[src/rtl/pb_debounce.sv]
// pb_debounce: synchronizes and debounces the active-low push-button pin and
// classifies each accepted press as short or long using one-cycle pulses.
//
// Ports
//   clk       in   system clock, rising edge
//   rst       in   synchronous active-high reset
//   PB_raw    in   asynchronous button pin, active-low (0 = pressed)
//   PB_clean  out  debounced level, same polarity as PB_raw
//   pressed   out  pulse: debounced press accepted
//   long_hold out  pulse: press has lasted LONG_CYC cycles
//   short_rel out  pulse: release of a press that never became long
//   long_rel  out  pulse: release of a long press
// All outputs are registered.

module pb_debounce #(
  parameter int unsigned DEB_CYC  = 16,
  parameter int unsigned LONG_CYC = 1000
) (
  input  logic clk,
  input  logic rst,
  input  logic PB_raw,
  output logic PB_clean,
  output logic pressed,
  output logic long_hold,
  output logic short_rel,
  output logic long_rel
);

  localparam int unsigned DW = $clog2(DEB_CYC + 1);
  localparam int unsigned HW = $clog2(LONG_CYC + 1);

  typedef enum logic [1:0] {
    IDLE = 2'd0,
    HELD = 2'd1,
    LONG = 2'd2
  } state_e;

  logic          sync1_q, sync2_q;
  logic          clean_q, clean_d;
  logic [DW-1:0] deb_cnt_q, deb_cnt_d;
  logic [HW-1:0] hold_cnt_q, hold_cnt_d;
  state_e        state_q, state_d;
  logic          pressed_q, pressed_d;
  logic          long_hold_q, long_hold_d;
  logic          short_rel_q, short_rel_d;
  logic          long_rel_q, long_rel_d;

  logic differ_c;
  logic accept_c;
  logic accept_fall_c;
  logic accept_rise_c;

  // Two-flop synchronizer; idles high so reset looks like a released button
  always_ff @(posedge clk) begin
    if (rst) begin
      sync1_q <= 1'b1;
      sync2_q <= 1'b1;
    end else begin
      sync1_q <= PB_raw;
      sync2_q <= sync1_q;
    end
  end

  // Stability counter: a change is accepted on the DEB_CYC-th consecutive disagreeing cycle
  always_comb begin
    differ_c      = (sync2_q != clean_q);
    accept_c      = differ_c && (deb_cnt_q == DW'(DEB_CYC - 1));
    accept_fall_c = accept_c && !sync2_q;
    accept_rise_c = accept_c && sync2_q;
    clean_d       = accept_c ? sync2_q : clean_q;
    deb_cnt_d     = (differ_c && !accept_c) ? deb_cnt_q + DW'(1) : '0;
  end

  // Press FSM next-state and event pulses; a release beats the long threshold
  always_comb begin
    state_d     = state_q;
    hold_cnt_d  = hold_cnt_q;
    pressed_d   = 1'b0;
    long_hold_d = 1'b0;
    short_rel_d = 1'b0;
    long_rel_d  = 1'b0;
    unique case (state_q)
      IDLE: begin
        if (accept_fall_c) begin
          pressed_d  = 1'b1;
          hold_cnt_d = '0;
          state_d    = HELD;
        end
      end
      HELD: begin
        if (accept_rise_c) begin
          short_rel_d = 1'b1;
          state_d     = IDLE;
        end else begin
          // Registered pulse lands in the cycle the count shows LONG_CYC-1
          if (hold_cnt_q == HW'(LONG_CYC - 2)) begin
            long_hold_d = 1'b1;
            state_d     = LONG;
          end
          if (hold_cnt_q != HW'(LONG_CYC)) begin
            hold_cnt_d = hold_cnt_q + HW'(1);
          end
        end
      end
      LONG: begin
        if (accept_rise_c) begin
          long_rel_d = 1'b1;
          state_d    = IDLE;
        end
      end
      default: begin
        state_d = IDLE;
      end
    endcase
  end

  // State and output registers
  always_ff @(posedge clk) begin
    if (rst) begin
      clean_q     <= 1'b1;
      deb_cnt_q   <= '0;
      hold_cnt_q  <= '0;
      state_q     <= IDLE;
      pressed_q   <= 1'b0;
      long_hold_q <= 1'b0;
      short_rel_q <= 1'b0;
      long_rel_q  <= 1'b0;
    end else begin
      clean_q     <= clean_d;
      deb_cnt_q   <= deb_cnt_d;
      hold_cnt_q  <= hold_cnt_d;
      state_q     <= state_d;
      pressed_q   <= pressed_d;
      long_hold_q <= long_hold_d;
      short_rel_q <= short_rel_d;
      long_rel_q  <= long_rel_d;
    end
  end

  assign PB_clean  = clean_q;
  assign pressed   = pressed_q;
  assign long_hold = long_hold_q;
  assign short_rel = short_rel_q;
  assign long_rel  = long_rel_q;

endmodule

[config.mk]
export PLATFORM = sky130hd
export DESIGN_NAME = pb_debounce
export DESIGN_NICKNAME = d
export VERILOG_FILES = /design/src/rtl/pb_debounce.sv
export SDC_FILE = /design/constraint.sdc
export NUM_CORES = 1
export LEC_CHECK = 0
export BUFFER_PORTS_ARGS = -buffer_cell sky130_fd_sc_hd__buf_2
export CAP_MARGIN = 20
export CORE_ASPECT_RATIO = 0.8
export CORE_MARGIN = 1
export CORE_UTILIZATION = 25
export DETAILED_ROUTE_END_ITERATION = 6
export PLACE_DENSITY = 0.41
export SYNTH_ARGS = -nofsm -noshare
export SYNTH_HDL_FRONTEND = slang
export SYNTH_SLANG_ARGS = --single-unit
[constraint.sdc]
create_clock -name clk -period 1.9 [get_ports clk]
set_input_delay 0.095 -clock clk [delete_from_list [all_inputs] [get_ports clk]]
set_output_delay 0.095 -clock clk [all_outputs]
set_load 0.005 [all_outputs]
After elaboration in Yosys (flattened, before gate mapping) --
Index checks and enable logic that the tools add are counted. Widths: inputs -> output; s select.
Word-level totals: bits in registers 24, input port bits 3, word-level logic and storage cells 54
Cells by class: add/sub/neg operators 2, equality and inequality tests 11, multiplexer cells 12, bitwise operators 4, reductions and logical operators 15
Operator list (number):
- $mux 10 | 3
- $pmux 10 s2 | 1
- $add 10x1->10 const B | 1
- $eq 10x10->1 const B | 1
- $ne 10x10->1 const B | 1
- $mux 2 | 4
- $ne 2x2->1 const B | 4
- $reduce_or 2->1 | 4
- $pmux 2 s3 | 1
- $add 5x1->5 const B | 1
- $eq 5x4->1 const B | 1
- $logic_and 1x1->1 | 4
- $not 1->1 | 4
- $reduce_and 4->1 | 1
- $mux 1 | 3
- $ne 3x3->1 const B | 1
- $reduce_and 3->1 | 1
- $reduce_or 3->1 | 1
- $eq 2x1->1 const B | 1
- $eq 2x2->1 const B | 1
- $logic_not 1->1 | 2
- $logic_not 2->1 | 1
- $reduce_bool 2->1 | 1
- $ne 1x1->1 | 1

Logic depth before layout (Yosys ltp) --
depth in word-level cells 6, gate-level depth with buffers 7

Least setup slack after synthesis --
OpenSTA, ideal clock, no wires.
kind register to register, start register deb_cnt_q[0], end register hold_cnt_q[2], setup time 0.070 ns, data arrival time 1.924 ns, required time 1.830 ns, slack -0.094 ns, cell stages (with the launch flop) 8, period minus slack after synthesis 1.994 ns, cell sequence dfxtp_1 -> ha_1 -> and3_1 -> ha_1 -> nor2b_1 -> o32a_4 -> or4_1 -> a21oi_1
On the way: longest elaborated chain between the ends 5
Ends and longest elaborated chain:
- start, declared | line 40 | logic [DW-1:0] deb_cnt_q, deb_cnt_d;
- start signal, assigned | line 130 | deb_cnt_q <= deb_cnt_d;
- $eq 5x4->1 (*) | line 67 | accept_c = differ_c && (deb_cnt_q == DW'(DEB_CYC - 1));
- $logic_and 1x1->1 (*) | line 67
- $logic_and 1x1->1, on equally long branches | line 69, 68
- $ne 2x2->1 (no source line)
- $reduce_and 4->1 (no source line) (*)
- end signal, assigned | line 131 | hold_cnt_q <= hold_cnt_d;
- end, declared | line 41 | logic [HW-1:0] hold_cnt_q, hold_cnt_d;
Every way passes the cells marked *; elsewhere a longest branch is shown, timed or not. A chain may end at the register's enable or synchronous reset.

Final worst setup path --
start register deb_cnt_q[1], end register hold_cnt_q[7]
Same word-level chain as after synthesis.

==> results by group <==
Placement
  – Pre-CTS setup slack: -0.0158 ns
  – Placer Congestion: ~0.8
  – IO Port Bufs: 7
  – Placed instance area: 1350 um^2
  – Post-DP HPWL: about 1900 um

Route
  – Antenna-violating nets left: 0
  – Number of vias per cell: ~5
  – DRC Markers: 0
  – Pre-Repair DR Iteration Count: 4
  – Drt wl/cell: roughly 13 um
  – Routed wire length: around 2600 um
  – DRT iter0 DRCs: 80
  – Via Count: between 1k and 1.5k

CTS
  – Total CTS buffers: 3
  – Clock transition at path regs: about 0.080 ns
  – Later-pin clock latency in the skew report: between 0.2 and 0.3 ns
  – Clock root cell: clkbuf_8
  – H-tree level count: 1
  – CTS Buffer Depth: 2
  – CTS tree: done
  – CTS Sinks: 24

Cells and area
  – P&R area growth vs syn: 28.1%
  – Number of inserted diodes: 0
  – Final nets: 160
  – Post-layout util: roughly a third
  – Final Instance Area: approximately 1500 um^2
  – Multi-input logic area: roughly 690 um^2
  – Seq. cell area: 483 um^2
  – Layout fillers: between 400 and 500
  – Layout cells sized above 1: 25.2%

Run
  – Max-cap violations: 0

Power and ir drop
  – Cell-internal power: ~790 uW
  – Tot Pwr: 974 uW
  – Maximum vdd drop: 0.000313 V
  – Switching pwr: about 180 uW
  – PD cells: approximately 660 nW/um^2
  – Switching part of the total: 18.5%
  – Sequential power share: a little over half
  – Clock power frac: roughly 46%
  – Combinational share of power: under 10%
  – Leak: between 0.5 and 0.6 nW

Yosys
  – Post-synth top area share: between 40% and 50%
  – Mapped Area: roughly 1200 um^2
  – Ys Warns: 0
  – Sequential area share after synthesis: about two fifths
  – Count of cell types in the netlist: 38
  – Syn_nets: around 140
  – Synth Instances: about 130
  – Flops & latches, synth: 24
  – Synth area leader: dfxtp_1
  – Mapped Avg Cell Area: between 8 and 9 um^2
  – Synth area leaders: dfxtp_1, ha_1, nor2_1

Worst setup path
  – Slowest cell on crit path: dfxtp_2
  – RR Endpoint: hold_cnt_q[7]$_SDFFE_PP0P_
  – Crit path cell chain: ha_4, and3_4, ha_4, a21oi_4, buf_4, o32ai_2, buf_4, a41oi_1, a211oi_1
  – Critical path launch point type: register
  – Critical Path End Type: register
  – Worst R2R Setup Slack: between 0.08 and 0.09 ns
  – CP max FO: 6
  – Reg-to-Reg Start: deb_cnt_q[1]$_SDFF_PP0_
  – Crit path arrival time: 2.00 ns
  – CP Class: register to register
  – R2r worst-path depth: 9
  – WP data required: between 2 and 2.5 ns
  – Max stage delay on crit path: ~0.36 ns

Global routing
  – All-Layer GR Usage: a little under an eighth
  – Vias in the first global route: 950
  – Initial antenna violation count: 0
  – GRT overflow: 0
  – Global-route wire length before repair: around 4600 um
  – Largest net degree at the start of global routing: 21

Floorplan
  – Core area: approximately 4300 um^2
  – Num ports: 8
  – Row count: 21
  – Die H: around 63 um
  – Die X: 78.0 um
  – Initial Util: a little over a quarter
  – Area of the die: a little under 5000 um^2

Timing
  – Total negative slack: 0 ns
  – Final-report hold violation count: 0
  – Worst Max-Slew Pin Slew: 0.378 ns
  – Fin crit period: between 1.5 and 2 ns
  – Achievable Freq: about 550 MHz
  – Max-slew headroom: about three quarters
  – Layout Skew: roughly 0.0048 ns
  – Setup ws final: 0.0852 ns
  – Unrepaired setup endpoints after global routing: yes
  – Period utilization: a little over nine tenths
  – Max-slew violation count: 0
  – Final setup fails: 0

Min path
  – Hold path start: rst
  – Worst Hold Class: input port to register
  – Hold path cells: 2
  – Worst Hold Endpoint: state_q[0]$_SDFFE_PP0P_

Run status
  – Status: finished, final reports clean
==> worst max-delay path by stage <==
stage | start | endpoint | slack (ns) | cells after the start
floorplan | deb_cnt_q[1]$_SDFF_PP0_ | hold_cnt_q[3]$_SDFFE_PP0P_ | 0.02 | 7
global placement | deb_cnt_q[1]$_SDFF_PP0_ | hold_cnt_q[3]$_SDFFE_PP0P_ | 0.007 | 7
detailed placement | deb_cnt_q[1]$_SDFF_PP0_ | hold_cnt_q[3]$_SDFFE_PP0P_ | -0.02 | 7
CTS | deb_cnt_q[1]$_SDFF_PP0_ | hold_cnt_q[3]$_SDFFE_PP0P_ | 0.005 | 7
global route | deb_cnt_q[0]$_SDFF_PP0_ | hold_cnt_q[7]$_SDFFE_PP0P_ | -0.005 | 9
finish | deb_cnt_q[1]$_SDFF_PP0_ | hold_cnt_q[7]$_SDFFE_PP0P_ | 0.09 | 9
==> registers in the layout, summed over array words and instances (netlist names) <==
name,cells
hold_cnt_q,10
deb_cnt_q,5
state_q,2
PB_clean,1
long_hold,1
long_rel,1
pressed,1
short_rel,1
sync1_q,1
sync2_q,1
==> critical path: cells and delay by family (launching register included) <==
kind,cells,cell delay (ns)
AO/OA/AOI/OAI,4,0.58
adder cells (fa/ha/maj),2,0.29
buffers and inverters,2,0.34
flip-flops,1,0.36
AND/OR/NAND/NOR,1,0.18
==> power by group through the flow <==
stage | Combinational, mW | Sequential (mW) | Clock [mW]
final | 0.0171 | 0.508 | 0.449
after global routing | 0.0192 | 0.509 | 0.485
after CTS | 0.0174 | 0.508 | 0.461
after detailed placement | 0.0155 | 0.520 | 0
after global placement | 0.0153 | 0.519 | 0
after floorplan | 0.0119 | 0.518 | 0
==> per-stage QoR <==
stage          hold WS (ns)  cells
5_1_grt               0.237    208
4_1_cts               0.214    207
3_3_place_gp          0.282    201
6_report              0.219    208
3_5_place_dp          0.283    201
2_1_floorplan         0.199    133
==> layout by cell type (no fill, tap or decap), types with 2 or more instances in the layout <==
cell / n
dfxtp_1: 22
nor2_1: 16
buf_4: 11
o21ai_0: 7
buf_2: 7
inv_1: 6
nand3_1: 6
nand2_1: 6
a21oi_1: 5
nand4_1: 4
and2_1: 4
a31oi_1: 3
a41oi_1: 3
a211oi_1: 3
ha_1: 3
clkbuf_8: 3
nand2b_1: 2
nor2b_1: 2
and4_1: 2
and4b_1: 2
xnor2_1: 2
or2_2: 2
nor3_1: 2
o21ai_1: 2
or4_4: 2
ha_4: 2
dfxtp_2: 2
==> cell type report <==
type / instances / area share [%]
repair buffers: 20 / 9.97
clock inverters: 1 / 2.03
clock buffers: 3 / 2.79
inverters: 6 / 1.52
well taps: 57 / 4.81
flip-flops and latches: 24 / 32.6
multi-input cells: 97 / 46.3
==> cell families (layout without fill, tap and decap cells) <==
family	count (synthesis)	count (layout)	share of synthesized area, %
compound gates	33	33	20.6
xor+xnor	3	3	2.27
fa+ha+maj	5	5	5.41
buf+inv	12	30	4.00
flops	24	24	41.6
simple gates	56	56	26.2
==> what timing repair did <==
item                                   in CTS  in global routing
hold buffers                                1                  0
resized for setup                           2                  4
pin swaps                                   5                  4
buffers inserted                            1                  1
setup endpoints to repair                   2                  6
endpoints found under the hold margin       1                  0
==> metal layers <==
metal,track usage (%),vias to the layer above,wire length (um)
met5,0,-,0
met4,2.08,0,12
met3,3.50,2,97
met2,17.3,15,1140
met1,17.2,486,1370
li1,-,519,-
==> synthesized netlist by cell type, drive strengths merged <==
cell type	count
a211o	1
a211oi	3
a21boi	1
a21o	1
a21oi	7
a31o	1
a31oi	3
a41oi	3
and2	4
and3	2
and3b	1
and4	2
and4b	2
buf	1
clkbuf	5
dfxtp	24
ha	5
inv	6
nand2	6
nand2b	2
nand3	6
nand4	4
nor2	16
nor2b	3
nor3	2
nor4	1
o21ai	9
o22ai	1
o32a	1
o32ai	2
or2	2
or3	1
or4	2
xnor2	2
xor2	1
No activity file was read; power rests on OpenSTA's default activity.
